--- src/rtl/line_cmd_dispatcher_pkg.sv ---
// Shared line-drawing definitions: coordinate/queue defaults and the
// dispatcher FSM state encoding.
package line_cmd_dispatcher_pkg;

  localparam int LINE_WIDTH   = 13;
  localparam int LINE_DEPTH   = 4;
  localparam int LINES_DONE_W = 16;

  typedef enum logic [1:0] {
    S_IDLE    = 2'd0,
    S_LAUNCH  = 2'd1,
    S_WAIT    = 2'd2,
    S_RELEASE = 2'd3
  } line_state_e;

  // Number of bits in one queued command {x0,y0,x1,y1}.
  function automatic int cmd_bits(input int width);
    return 4 * width;
  endfunction

endpackage

--- src/rtl/line_cmd_dispatcher_fifo.sv ---
// Synchronous command FIFO holding {x0,y0,x1,y1}; flush empties it in one
// cycle and wins over a same-cycle push or pop.
module line_cmd_fifo
  import line_cmd_dispatcher_pkg::*;
#(
  parameter int WIDTH = LINE_WIDTH,
  parameter int DEPTH = LINE_DEPTH
) (
  input  logic                         clk,
  input  logic                         reset,
  input  logic                         i_push,
  input  logic                         i_pop,
  input  logic                         i_flush,
  input  logic [cmd_bits(WIDTH)-1:0]   i_data,
  output logic [cmd_bits(WIDTH)-1:0]   o_data,
  output logic                         o_full,
  output logic                         o_empty
);

  localparam int AW = $clog2(DEPTH);
  localparam int DW = cmd_bits(WIDTH);

  logic [AW-1:0] r_wr_ptr;
  logic [AW-1:0] r_rd_ptr;
  logic [AW:0]   r_count;
  logic [DW-1:0] r_mem [DEPTH];

  logic w_push;
  logic w_pop;

  assign o_full  = (r_count == (AW+1)'(DEPTH));
  assign o_empty = (r_count == '0);
  assign w_push  = i_push && !o_full  && !i_flush;
  assign w_pop   = i_pop  && !o_empty && !i_flush;
  assign o_data  = r_mem[r_rd_ptr];

  // NOTE: sequential state uses non-blocking assignments so every flop
  // samples pre-edge values regardless of block ordering.
  always_ff @(posedge clk or posedge reset) begin
    if (reset) begin
      r_wr_ptr <= '0;
      r_rd_ptr <= '0;
      r_count  <= '0;
    end else if (i_flush) begin
      r_wr_ptr <= '0;
      r_rd_ptr <= '0;
      r_count  <= '0;
    end else begin
      if (w_push) r_wr_ptr <= r_wr_ptr + 1'b1;
      if (w_pop)  r_rd_ptr <= r_rd_ptr + 1'b1;
      case ({w_push, w_pop})
        2'b10:   r_count <= r_count + 1'b1;
        2'b01:   r_count <= r_count - 1'b1;
        default: r_count <= r_count;
      endcase
    end
  end

  // NOTE: storage is deliberately not reset; occupancy decides validity,
  // and leaving it out of reset lets it map onto plain RAM/register files.
  always_ff @(posedge clk) begin
    if (w_push) r_mem[r_wr_ptr] <= i_data;
  end

endmodule

--- src/rtl/line_cmd_dispatcher.sv ---
// Queues line commands and launches them one at a time into the
// line-drawing core, handshaking on its sys_finish indication.
module line_cmd_dispatcher
  import line_cmd_dispatcher_pkg::*;
#(
  parameter int WIDTH = LINE_WIDTH,
  parameter int DEPTH = LINE_DEPTH
) (
  input  logic                    clk,
  input  logic                    reset,
  input  logic                    cmd_valid,
  output logic                    cmd_ready,
  input  logic [WIDTH-1:0]        cmd_x0,
  input  logic [WIDTH-1:0]        cmd_y0,
  input  logic [WIDTH-1:0]        cmd_x1,
  input  logic [WIDTH-1:0]        cmd_y1,
  input  logic                    cmd_flush,
  output logic                    start,
  output logic [WIDTH-1:0]        x0,
  output logic [WIDTH-1:0]        y0,
  output logic [WIDTH-1:0]        x1,
  output logic [WIDTH-1:0]        y1,
  input  logic                    sys_finish,
  output logic                    busy,
  output logic [LINES_DONE_W-1:0] lines_done
);

  line_state_e             r_state;
  logic                    r_start;
  logic [WIDTH-1:0]        r_x0;
  logic [WIDTH-1:0]        r_y0;
  logic [WIDTH-1:0]        r_x1;
  logic [WIDTH-1:0]        r_y1;
  logic [LINES_DONE_W-1:0] r_lines_done;

  logic                       w_full;
  logic                       w_empty;
  logic                       w_pop;
  logic [cmd_bits(WIDTH)-1:0] w_head;

  // A flush in the same cycle discards the head rather than dispatching it.
  assign w_pop = (r_state == S_IDLE) && !w_empty && !cmd_flush;

  line_cmd_fifo #(
    .WIDTH (WIDTH),
    .DEPTH (DEPTH)
  ) u_fifo (
    .clk     (clk),
    .reset   (reset),
    .i_push  (cmd_valid),
    .i_pop   (w_pop),
    .i_flush (cmd_flush),
    .i_data  ({cmd_x0, cmd_y0, cmd_x1, cmd_y1}),
    .o_data  (w_head),
    .o_full  (w_full),
    .o_empty (w_empty)
  );

  always_ff @(posedge clk or posedge reset) begin
    if (reset) begin
      r_state      <= S_IDLE;
      r_start      <= 1'b0;
      r_x0         <= '0;
      r_y0         <= '0;
      r_x1         <= '0;
      r_y1         <= '0;
      r_lines_done <= '0;
    end else begin
      r_start <= 1'b0;
      case (r_state)
        S_IDLE: begin
          if (w_pop) begin
            {r_x0, r_y0, r_x1, r_y1} <= w_head;
            r_state                  <= S_LAUNCH;
          end
        end
        S_LAUNCH: begin
          r_start <= 1'b1;
          r_state <= S_WAIT;
        end
        S_WAIT: begin
          if (sys_finish) begin
            r_lines_done <= r_lines_done + 1'b1;
            r_state      <= S_RELEASE;
          end
        end
        S_RELEASE: begin
          // Wait for the core to drop finish so one completion is never
          // counted twice or overlapped with the next launch.
          if (!sys_finish) r_state <= S_IDLE;
        end
        default: r_state <= S_IDLE;
      endcase
    end
  end

  assign cmd_ready  = !w_full;
  assign start      = r_start;
  assign x0         = r_x0;
  assign y0         = r_y0;
  assign x1         = r_x1;
  assign y1         = r_y1;
  assign busy       = (r_state != S_IDLE);
  assign lines_done = r_lines_done;

endmodule

--- config.mk ---
export PLATFORM = sky130hd
export DESIGN_NAME = line_cmd_dispatcher
export DESIGN_NICKNAME = d
export VERILOG_FILES = /design/src/rtl/line_cmd_dispatcher_pkg.sv /design/src/rtl/line_cmd_dispatcher_fifo.sv /design/src/rtl/line_cmd_dispatcher.sv
export SDC_FILE = /design/constraint.sdc
export NUM_CORES = 1
export LEC_CHECK = 0
export CORE_AREA = 5 5 106 207
export DETAILED_ROUTE_END_ITERATION = 8
export DIE_AREA = 0 0 111 212
export PLACE_DENSITY = 0.77
export SYNTH_ARGS = -nofsm -noshare
export SYNTH_HDL_FRONTEND = slang
export SYNTH_SLANG_ARGS = --single-unit
--- constraint.sdc ---
create_clock -name clk -period 4.2 [get_ports clk]
set_input_delay 1.26 -clock clk [delete_from_list [all_inputs] [get_ports clk]]
set_output_delay 1.26 -clock clk [all_outputs]
set_load 0.1 [all_outputs]
==> impl_metrics.sql <==
INSERT INTO impl_metrics (metric_group, metric, value, unit) VALUES
('sta', 'clock-skew-final', '0.00883', 'ns'),
('sta', 'report.final.setup_viol', '0', ''),
('routing', 'detail_route.drc_violations', '0', ''),
('synth', 'yosys_register_bits', '286', ''),
('global_route', 'grt_start_max_net_pins', '53', ''),
('die', 'die_area', '23500', 'um^2'),
('die', 'io_pins', '128', ''),
('synth', 'edff_count_synth', '208', ''),
('worst_setup_path', 'cpLargestDelayFamily', 'buffers and inverters', ''),
('routing', 'route.final.wire_length', '20.8', 'mm'),
('routing', 'route.vias.total', '5232', ''),
('global_route', 'grt_pass1_wl', '33.0', 'mm'),
('clock_network', 'cts_max_level', '1', ''),
('pwr', 'irDropWorstVdd', '0.742', 'mV'),
('placement', 'gp_routability_congestion', '0.748', ''),
('worst_setup_path', 'end_kind', 'output pin', ''),
('sta', 'fin_tns_setup', '0', 'ns'),
('final_layout', 'area_growth_syn_to_layout', '22.8', '%'),
('pwr', 'power.total', '9.84', 'mW'),
('die', 'dieHeight', '212', 'um'),
('die', 'core_area', '20300', 'um^2'),
('placement', 'dp_cells', '894', ''),
('synth', 'synthesized_instance_count', '508', ''),
('global_route', 'grt.overflow.total', '0', ''),
('worst_setup_path', 'reg2reg_slack', '1.55', 'ns'),
('die', 'std_cell_rows', '74', ''),
('sta', 'rsz0062_at_grt', 'false', ''),
('synth', 'synth_ff_type', 'sky130_fd_sc_hd__edfxtp_1', ''),
('clock_network', 'clock_tree.root_cell', 'sky130_fd_sc_hd__clkbuf_16', ''),
('clock_network', 'cts_buffers', '24', ''),
('pwr', 'power_per_cell_area', '744', 'nW/um^2'),
('sta', 'report.final.hold_viol_count', '0', ''),
('worst_setup_path', 'crit_type', 'flip-flop to output pin', ''),
('synth', 'postSynth.asyncResetShare', '0.273', ''),
('sta', 'max_clock_freq', '0.268', 'GHz'),
('final_layout', 'layout-drive-gt1-share', '0.251', ''),
('worst_setup_path', 'worst-endpoint-required', '2.94', 'ns'),
('synth', 'synth_top_area_cell', 'sky130_fd_sc_hd__edfxtp_1', ''),
('clock_network', 'path_clk_slew', '0.07', 'ns'),
('worst_hold_path', 'hp-class', 'flip-flop to flip-flop', ''),
('final_layout', 'final-instance-count-excl-fill', '939', ''),
('synth', 'syn_nets', '576', ''),
('clock_network', 'cts-hold-fix-buffers', '0', ''),
('worst_setup_path', 'crit_buf_inv', '1', ''),
('worst_setup_path', 'timing.critical_path.from_type', 'flip-flop', ''),
('synth', 'ys_types', '39', ''),
('clock_network', 'clock_tree_from_tritoncts', 'yes', ''),
('outcome', 'outcome', 'finished clean', ''),
('sta', 'final-max-slew-violation-count', '0', ''),
('global_route', 'grt_pass1_vias', '5882', ''),
('routing', 'post_drt_via_cell_ratio', '5.57', ''),
('routing', 'drt-pass1-iter-count', '4', ''),
('clock_network', 'clockBufferDepth', '3', ''),
('sta', 'relSlewSlack', '0.282', ''),
('pwr', 'cellLeakagePower', '4.59', 'nW'),
('clock_network', 'ctsResizeCount', '0', ''),
('synth', 'synth_sequential_area_ratio', '0.760', ''),
('synth', 'netlist_area', '10800', 'um^2'),
('die', 'initial_standard_cell_utilization_of_the_core', '0.532', ''),
('synth', 'yosys-top-cells-count', 'sky130_fd_sc_hd__edfxtp_1, sky130_fd_sc_hd__dfrtp_1, sky130_fd_sc_hd__mux2_2, sky130_fd_sc_hd__mux4_2, sky130_fd_sc_hd__xnor2_1', ''),
('routing', 'first_iter_violations', '309', ''),
('die', 'die_w', '111', 'um'),
('final_layout', 'layout.filler_cells', '1315', ''),
('worst_setup_path', 'timing.critical_path.cells', 'or3b_4, clkdlybuf4s50_1', ''),
('placement', 'port_buffers', '127', ''),
('run', 'timing.max_cap.violations', '0', ''),
('final_layout', 'fin_nets', '722', ''),
('global_route', 'grt.total_usage', '0.182', ''),
('sta', 'period_needed', '3.74', 'ns'),
('placement', 'hpwlAfterDp', '13.2', 'mm'),
('clock_network', 'clock_insertion_delay_worst_skew', '0.53', 'ns');
sequential cells by signal, indices dropped and copies added, names as in the netlist:
name             count
start                1
u_fifo.r_wr_ptr      2
lines_done          16
u_fifo.r_rd_ptr      2
r_state              2
y1                  13
x0                  13
y0                  13
x1                  13
u_fifo.r_count       3
u_fifo.r_mem       208
worst register-to-register path, stage by stage (launching register included):
cell	delay (ns)
sky130_fd_sc_hd__dfrtp_1	0.49
sky130_fd_sc_hd__o31ai_4	0.44
sky130_fd_sc_hd__nor2_4	0.05
sky130_fd_sc_hd__and2_2	0.21
sky130_fd_sc_hd__fa_1	0.43
sky130_fd_sc_hd__or4_1	0.54
sky130_fd_sc_hd__a21o_2	0.22
sky130_fd_sc_hd__a31oi_1	0.17
kinds of logic (layout without fill, tap and decap cells):
kind of cell / Yosys count / after routing / synth area share
buffers and inverters: 27 / 191 / 0.0121
other: 0 / 1 / 0
and+or+nand+nor: 47 / 47 / 0.0227
muxes: 108 / 108 / 0.167
xor gates and xnor gates: 19 / 19 / 0.0161
DFF: 286 / 286 / 0.760
adders and majority gates: 11 / 11 / 0.0135
AOI/OAI and AO/OA: 10 / 10 / 0.00789
stage by stage:
stage               setup WS, ns  cell area (um^2)  hold slack [ns]  utilization
finish                     0.462             13200            0.481        0.653
detailed placement         0.456             12400            0.469        0.613
CTS                        0.448             13200            0.481        0.653
global placement           0.565             12400            0.461        0.613
global route               0.413             13200            0.494        0.653
floorplan                  0.945             10800            0.528            -
cell usage in the layout (no fill, tap or decap), types with 4 or more instances in the layout:
cell type	count
sky130_fd_sc_hd__clkbuf_8	6
sky130_fd_sc_hd__xnor2_1	13
sky130_fd_sc_hd__ha_1	10
sky130_fd_sc_hd__nor2_1	11
sky130_fd_sc_hd__clkbuf_16	26
sky130_fd_sc_hd__buf_12	4
sky130_fd_sc_hd__edfxtp_1	208
sky130_fd_sc_hd__and2_2	5
sky130_fd_sc_hd__clkbuf_1	8
sky130_fd_sc_hd__inv_1	8
sky130_fd_sc_hd__nand3_1	9
sky130_fd_sc_hd__nand2_1	8
sky130_fd_sc_hd__buf_4	8
sky130_fd_sc_hd__dfrtp_1	76
sky130_fd_sc_hd__mux2_2	54
sky130_fd_sc_hd__xor2_1	5
sky130_fd_sc_hd__clkdlybuf4s50_1	126
sky130_fd_sc_hd__mux4_2	52
path summary, 6_finish.rpt:
| check | startpoint | to | depth (start not counted) |
|---|---|---|---|
| worst max-delay path | u_fifo.r_count[1] | cmd_ready | 2 |
| worst min-delay path | lines_done[15] | lines_done[15] | 1 |
| worst max register to register | u_fifo.r_count[1] | u_fifo.r_count[2] | 7 |
| worst min register to register | lines_done[15] | lines_done[15] | 1 |
| max in group asynchronous | reset | lines_done[13] | 3 |
| min in group asynchronous | reset | lines_done[4] | 2 |
where the power goes:
group | internal [mW] | switching [mW] | total [mW]
clock network | 1.25 | 0.950 | 2.20
registers | 3.46 | 0.320 | 3.78
logic | 1.15 | 2.72 | 3.87
area by class of cell:
cell class                 instances  area (um^2)  area share
sequential                       286         8200       0.620
multi-input combinational        195         2460       0.186
timing repair buffer             138         1400       0.106
clock buffer                      40          763      0.0577
tap                              266          333      0.0251
clock inverter                     4         35.0     0.00265
inverter                           9         35.0     0.00265
antenna                            1         2.50    0.000189
layer usage:
metal	wire [um]	global-route usage	vias up
met1	7290	0.200	2724
met3	947	0.0279	47
met2	11900	0.348	169
li1	-	-	2292
met5	0	0	-
met4	692	0.0782	0
No activity file was read; power rests on OpenSTA's default activity.
